`src/rtl/uart_tx_fifo.sv`:
```
// uart_tx_fifo: byte FIFO feeding a UART transmitter through a launch FSM.
//
// Ports:
//   clk       - system clock; all state updates on the rising edge
//   reset_    - asynchronous, active-high reset; discards all stored bytes
//   wr_data   - byte to enqueue
//   wr_en     - enqueue request, sampled every clock
//   full      - registered, high when count == DEPTH
//   empty     - registered, high when count == 0
//   count     - registered number of stored bytes (AW+1 bits)
//   overflow  - sticky flag: an enqueue was dropped because the FIFO was full
//   ovf_clr   - clears overflow (a drop in the same cycle wins)
//   tx_ready  - UART core idle indication
//   txdata    - byte presented to the UART core, held until the next launch
//   tx_enable - single-cycle launch strobe, aligned with the new txdata
module uart_tx_fifo #(
  parameter int DEPTH        = 16,
  parameter int AW           = 4,
  parameter int BUSY_TIMEOUT = 8
) (
  input  logic          clk,
  input  logic          reset_,
  input  logic [7:0]    wr_data,
  input  logic          wr_en,
  output logic          full,
  output logic          empty,
  output logic [AW:0]   count,
  output logic          overflow,
  input  logic          ovf_clr,
  input  logic          tx_ready,
  output logic [7:0]    txdata,
  output logic          tx_enable
);

  localparam int TW = (BUSY_TIMEOUT > 1) ? $clog2(BUSY_TIMEOUT) : 1;
  localparam logic [TW-1:0] TIMER_LAST = TW'(BUSY_TIMEOUT - 1);
  localparam logic [TW-1:0] TIMER_ONE  = TW'(1);
  localparam logic [AW:0]   CNT_FULL   = (AW+1)'(DEPTH);
  localparam logic [AW:0]   CNT_ONE    = (AW+1)'(1);
  localparam logic [AW-1:0] PTR_ONE    = AW'(1);

  typedef enum logic [1:0] {
    IDLE      = 2'd0,
    WAIT_BUSY = 2'd1,
    WAIT_DONE = 2'd2
  } state_t;

  state_t          state_r, state_s;
  logic [TW-1:0]   timer_r, timer_s;
  logic [AW-1:0]   wr_ptr_r, rd_ptr_r;
  logic [AW:0]     count_s;
  logic [7:0]      mem_r [DEPTH];
  logic            pop_s, push_s, drop_s;

  // A full FIFO still accepts a byte when the head is popped on the same edge.
  assign push_s = wr_en & (~full | pop_s);
  assign drop_s = wr_en & full & ~pop_s;

  // Launch FSM next-state logic; the pop is decided here from registered empty,
  // so a byte enqueued into an empty FIFO launches one cycle later at the earliest.
  always_comb begin
    state_s = state_r;
    timer_s = timer_r;
    pop_s   = 1'b0;
    case (state_r)
      IDLE: begin
        if (~empty & tx_ready) begin
          pop_s   = 1'b1;
          state_s = WAIT_BUSY;
          timer_s = '0;
        end else begin
          state_s = IDLE;
        end
      end
      WAIT_BUSY: begin
        // Busy indication has priority; a timeout returns to IDLE without re-sending.
        if (~tx_ready) begin
          state_s = WAIT_DONE;
        end else if (timer_r == TIMER_LAST) begin
          state_s = IDLE;
        end else begin
          timer_s = timer_r + TIMER_ONE;
        end
      end
      WAIT_DONE: begin
        if (tx_ready) begin
          state_s = IDLE;
        end else begin
          state_s = WAIT_DONE;
        end
      end
      default: begin
        state_s = IDLE;
      end
    endcase
  end

  // Next occupancy: simultaneous push and pop leave the count unchanged.
  always_comb begin
    count_s = count;
    case ({push_s, pop_s})
      2'b10:   count_s = count + CNT_ONE;
      2'b01:   count_s = count - CNT_ONE;
      default: count_s = count;
    endcase
  end

  // Byte storage; contents need no reset because the pointers define validity.
  always_ff @(posedge clk) begin
    if (push_s) begin
      mem_r[wr_ptr_r] <= wr_data;
    end
  end

  // FSM, pointers, flags and UART-facing outputs.
  always_ff @(posedge clk or posedge reset_) begin
    if (reset_) begin
      state_r   <= IDLE;
      timer_r   <= '0;
      wr_ptr_r  <= '0;
      rd_ptr_r  <= '0;
      count     <= '0;
      full      <= 1'b0;
      empty     <= 1'b1;
      overflow  <= 1'b0;
      txdata    <= 8'h00;
      tx_enable <= 1'b0;
    end else begin
      state_r   <= state_s;
      timer_r   <= timer_s;
      count     <= count_s;
      full      <= (count_s == CNT_FULL);
      empty     <= (count_s == '0);
      tx_enable <= pop_s;
      if (push_s) begin
        wr_ptr_r <= wr_ptr_r + PTR_ONE;
      end
      if (pop_s) begin
        // Reads the old head even when a same-edge write targets the same slot.
        txdata   <= mem_r[rd_ptr_r];
        rd_ptr_r <= rd_ptr_r + PTR_ONE;
      end
      if (drop_s) begin
        overflow <= 1'b1;
      end else if (ovf_clr) begin
        overflow <= 1'b0;
      end
    end
  end

endmodule

```
`config.mk`:
```
export PLATFORM = sky130hd
export DESIGN_NAME = uart_tx_fifo
export DESIGN_NICKNAME = d
export VERILOG_FILES = /design/src/rtl/uart_tx_fifo.sv
export SDC_FILE = /design/constraint.sdc
export NUM_CORES = 1
export LEC_CHECK = 0
export ABC_AREA = 1
export CELL_PAD_IN_SITES_DETAIL_PLACEMENT = 2
export CELL_PAD_IN_SITES_GLOBAL_PLACEMENT = 2
export CORE_MARGIN = 1
export CORE_UTILIZATION = 37
export DETAILED_ROUTE_END_ITERATION = 7
export PLACE_DENSITY = 0.72
export SLEW_MARGIN = 10
export SYNTH_ARGS = -nofsm -noshare
export SYNTH_HDL_FRONTEND = slang
export SYNTH_SLANG_ARGS = --single-unit
```
`constraint.sdc`:
```
create_clock -name clk -period 2.7 [get_ports clk]
set_clock_uncertainty 0.15 [all_clocks]
set_input_delay 0.27 -clock clk [delete_from_list [all_inputs] [get_ports clk]]
set_output_delay 0.27 -clock clk [all_outputs]
set_load 0.02 [all_outputs]
```
* Yosys cells after proc, flatten, opt, wreduce, memory -nomap -nowiden
Memory sizes are Yosys's and may differ from the RTL's. A register that Yosys moved wholly into a read port is not among the register bits.
Cells that the tools add are included.
** Operators by class
- Add/subtract/negate cells :: 5
- Equal/unequal tests :: 10
- Multiplexer cells :: 16
- Bitwise logic cells :: 8
- Reduce and logical (&&, ||, !) cells :: 5
** Operators by type and width (number)
- 5-bit case mux with 2 select lines :: 1
- 3-bit two-way mux :: 3
- 4-bit by 1-bit adder with 4-bit output (second input constant) :: 2
- 1-bit two-way mux :: 7
- 2-bit two-way mux :: 3
- 2-bit inequality test (second input constant) :: 3
- 2-bit case mux with 3 select lines :: 1
- 3-bit case mux with 2 select lines :: 1
- 5-bit by 1-bit adder with 5-bit output (second input constant) :: 1
- 5-bit equality test (second input constant) :: 1
- 5-bit logical NOT :: 1
- 5-bit by 1-bit subtractor with 5-bit output (second input constant) :: 1
- 1-bit AND :: 4
- 2-bit by 1-bit equality test with 1-bit output (second input constant) :: 2
- 2-bit equality test (second input constant) :: 2
- 4-bit AND reduction :: 1
- 2-bit nonzero test :: 2
- 3-bit by 1-bit adder with 3-bit output (second input constant) :: 1
- 3-bit equality test (second input constant) :: 1
- 3-bit inequality test (second input constant) :: 1
- 1-bit NOT :: 3
- 2-bit logical NOT :: 1
- 1-bit OR :: 1
** Word-level totals
- Bits in registers :: 22
- Memory bits (writable) :: 128
- Bits of input ports :: 13
- Output and inout bits :: 17
- Logic and storage cells :: 54
- Memories :: 1
** Memories
- mem_r :: depth 16, width 8, read ports 1, clocked after memory_dff 1, write ports 1, RTL line 52 : logic [7:0] mem_r [DEPTH];

* Depth between registers and ports, before layout
- Word-level depth :: 9
- Mapped depth :: 19
- Gate-level depth less buffers :: 19

* Worst setup path before layout
OpenSTA, ideal clock, no wires.
- Kind :: reg2reg
- Start :: register state_r[1]
- End :: register full
- Setup time :: 0.071 ns
- Data arrival time :: 2.463 ns
- Required time :: 2.479 ns
- Path slack :: 0.016 ns
- Cell stages (with the launch flop) :: 17
- Path buffers :: 0
- Clock period less this slack :: 2.684 ns
- Path through :: dfrtp_1 inv_1 ha_1 nand3_2 a21boi_4 inv_1 ha_1 nand2_1 inv_1 nor2_1 ha_1 nand2_2 nand2_2 or2_1 nor2_1 nand3_1 nor2_1
** Between the ends
- Word-level cells in the longest chain between the ends :: 7
- Elaborated cells between the ends (all ways) :: 8
- Classes of those cells :: eq/ne (3); mux (2); bitwise (2); reduce/logical (1)
** Ends and longest elaborated chain
- start, declared :: RTL line 48 : state_t state_r, state_s;
- start signal, assigned :: RTL line 129 : state_r <= state_s;
- 2-bit logical NOT * :: RTL line 65 : case (state_r)
- 1-bit two-way mux * :: RTL line 65
- 1-bit OR :: RTL line 56 : assign push_s = wr_en & (~full | pop_s);
- 1-bit AND :: RTL line 56
- 2-bit by 1-bit equality test with 1-bit output / 2-bit equality test (equally long branches) :: RTL line 101 : case ({push_s, pop_s})
- 5-bit case mux with 2 select lines * :: RTL line 101
- net count_s[1] :: RTL line 51 : logic [AW:0] count_s;
- 5-bit equality test * :: RTL line 132 : full <= (count_s == CNT_FULL);
- end signal, assigned :: RTL line 132
- end, declared :: RTL line 25 : output logic full,
The timed path passes the listed nets; every way through them passes the cells marked *.
A chain may end at the register's enable or synchronous reset.

* Final worst setup path
Ends and elaborated chain as after synthesis.

==> results.py <==
metrics = {
    "synth": {
        "synth.avg_cell_area_um2": 11.6,
        "synth_cells": 576,
        "synth_top_family_by_area": "simple AND/OR/NAND/NOR gates",
        "synth_area_leaders": "edfxtp_1, dfrtp_1, nand2_1",
        "yosysWarnings": 0,
        "synth_top_area_frac": 0.577,
        "synth_compound_area_frac": 0.0946,
        "synth_cell_types": 34,
        "synth_top_area_cell": "edfxtp_1",
        "muxShareOfSynthArea": 0,
        "synthSimpleGateAreaFrac": 0.144,
        "yosys.area_share.xor_xnor": 0.00920,
        "synth_nets": 602,
        "ys_seq_area_frac": 0.689,
        "netlist_area_um2": 6670,
        "ys.flop_type": "edfxtp_1",
        "synth_enable_flop_cells": 128,
        "synthTopCellsByCount": "edfxtp_1, nand2_1, nor2_1, o21ai_0, dfrtp_1",
        "async_reset_ff_frac": 0.190,
        "ys_seq_elements": 158,
        "synth_fa_ha_area_frac": 0.0244,
    },
    "critical_path": {
        "arrival_ns": 2.76,
        "worstSetupStartpointType": "register",
        "end_kind": "register",
        "path_cells": "inv_2, ha_4, nand3_4, a21boi_4, inv_2, ha_4, nand2_1, inv_2, nor2_2, ha_1, nand2_2, nand2_2, or2_1, nor2_1, nand3_1, nor2_1",
        "critPathMostFrequentCell": "inv_2",
        "crit_path_max_fanout": 3,
        "critical_path_required_ns": 2.90,
        "r2r_setup_slack_ns": 0.14,
        "path_class": "register to register",
        "critPathMaxStageDelay_ns": 0.41,
        "cp_slowest_cell": "dfrtp_1",
    },
    "run": {
        "cap_violations": 0,
    },
    "finish": {
        "fin_util": 0.460,
        "area_delta_synth_final_pct": 20.3,
        "antenna_cells": 0,
        "drive_gt1_frac": 0.148,
        "fin_nets": 670,
    },
    "clock_network": {
        "numCtsBuffers": 17,
        "clockBufferDepth": 2,
        "holdBufCountCts": 0,
        "cts_tree": "built",
        "clk_pin_slew_ns": 0.06,
        "cts_htree_levels": 4,
        "insertion_delay_ns": 0.42,
        "cts_root_buf": "clkbuf_16",
        "clock-sinks": 158,
    },
    "sta": {
        "fin_crit_ns": 2.56,
        "max_slew_margin": 0.457,
        "fin_tns_setup_ns": 0,
        "finalSetupViolCount": 0,
        "maxSlewViolCount": 0,
        "period_share": 0.948,
        "worst_slack_ns": 0.140,
        "maxClockFrequency_mhz": 391,
        "hold_slack_ns": 0.0981,
        "tightest_slew_ns": 0.812,
        "finalHoldViolCount": 0,
    },
    "placed_design": {
        "portBuffers": 29,
        "dp_hpwl_um": 13000,
        "post-place-ws_ns": -0.0931,
        "gp_congestion": 0.762,
    },
    "detailed_routing": {
        "drtIter0Drc": 322,
        "route.vias.total": 4538,
        "met1Wirelength_um": 8370,
        "firstDrtPassIters": 5,
        "drt-vias-per-instance": 5.15,
        "wl_met3_um": 595,
        "highest_layer": "met4",
        "post-route-drc-count": 0,
        "routed-wl-met2_um": 9960,
        "drt_wl_total_um": 19300,
        "postRouteAntennaNets": 0,
        "wl_per_cell_um": 21.9,
    },
    "worst_hold_path": {
        "hp-class": "primary input to asynchronous set/reset pin",
    },
    "floorplanning": {
        "die_h_um": 136,
        "start_util": 0.383,
        "die-area_um2": 18600,
        "pin_count": 30,
        "fp.dieW_um": 136,
        "coreArea_um2": 17400,
        "num_rows": 48,
    },
    "global_routing": {
        "grt_max_degree": 36,
        "grt_pass1_vias": 5116,
        "grt_overflow_total": 0,
        "grtUsageTotal": 0.225,
        "antenna_found_initial": 0,
        "grt_pass1_wl_um": 29800,
    },
    "pwr": {
        "ir_worst_vdd_uv": 469,
        "p_per_area_nw_per_um2": 1130,
        "power_leakage_uw": 0.00306,
    },
    "run_status": {
        "status": "complete, no violations",
    },
}
-- critical path: cells and delay by family (launching register included) --
family	cells	cell delay [ns]
DFF	1	0.41
buffers and inverters	3	0.23
adders and majority gates	3	0.58
and+or+nand+nor	9	0.96
AOI/OAI and AO/OA	1	0.16
-- metal layers --
metal / up-vias / global-route usage
li1: 2128 / -
met1: 2321 / 0.282
met2: 67 / 0.392
met3: 22 / 0.0324
met4: 0 / 0.0864
met5: - / 0
-- cell families after synthesis --
group,count (synthesis)
AND/OR/NAND/NOR,235
flip-flops,158
AO/OA/AOI/OAI,109
buffers and inverters,54
adder cells (fa/ha/maj),13
XOR/XNOR,7
-- flip-flops by register name, indices dropped and copies added, names as in the netlist, 2 cells and up --
register	count
txdata	8
rd_ptr_r	4
wr_ptr_r	4
count	5
mem_r	128
timer_r	3
state_r	2
-- cell type report --
| type | count | area, um2 |
|---|---|---|
| Clock buffer | 17 | 425 |
| Sequential cell | 158 | 4600 |
| Tap cell | 225 | 282 |
| Fill cell | 1774 | 9400 |
| Multi-Input combinational cell | 364 | 1850 |
| Inverter | 31 | 119 |
| Timing Repair Buffer | 72 | 613 |
| Clock inverter | 14 | 128 |
-- report_power, final --
part	internal, uW	total, uW	switching [uW]
logic	1160	3420	2260
clock network	1330	2280	944
registers	3050	3370	321
total	5540	9070	3530
-- timing repair --
action,CTS,global route
pin swaps,0,1
resized for setup,7,5
setup endpoints to repair,3,2
buffers inserted,0,2
-- stage by stage --
stage / cells / instance area, um2 / total power (uW)
floorplan: 576 / 6670 / 5370
CTS: 879 / 7990 / 9140
detailed placement: 848 / 7410 / 6740
global route: 881 / 8020 / 9580
global placement: 848 / 7410 / 6520
finish: 881 / 8020 / 9070
-- worst paths after layout --
kind,startpoint,endpoint,cells after the start
setup / recovery,state_r[1]$_DFFE_PP0P_,full$_DFF_PP0_,16
max in group asynchronous,reset_,empty$_DFF_PP1_,3
setup reg to reg,state_r[1]$_DFFE_PP0P_,full$_DFF_PP0_,16
hold / removal,reset_,wr_ptr_r[0]$_DFFE_PP0P_,2
hold reg to reg,txdata[0]$_DFFE_PP0P_,txdata[0]$_DFFE_PP0P_,2
min in group clk,ovf_clr,overflow$_DFFE_PP0P_,2
-- cell usage in the layout (no fill, tap or decap), drive strengths merged, types with 21 or more instances in the layout --
cell           instances
buf                   43
clkdlybuf4s50         29
dfrtp                 29
edfxtp               128
inv                   30
nand2                136
nand3                 21
nor2                  73
o21ai                 57
Note: power is estimated with default switching activity, not from simulation.
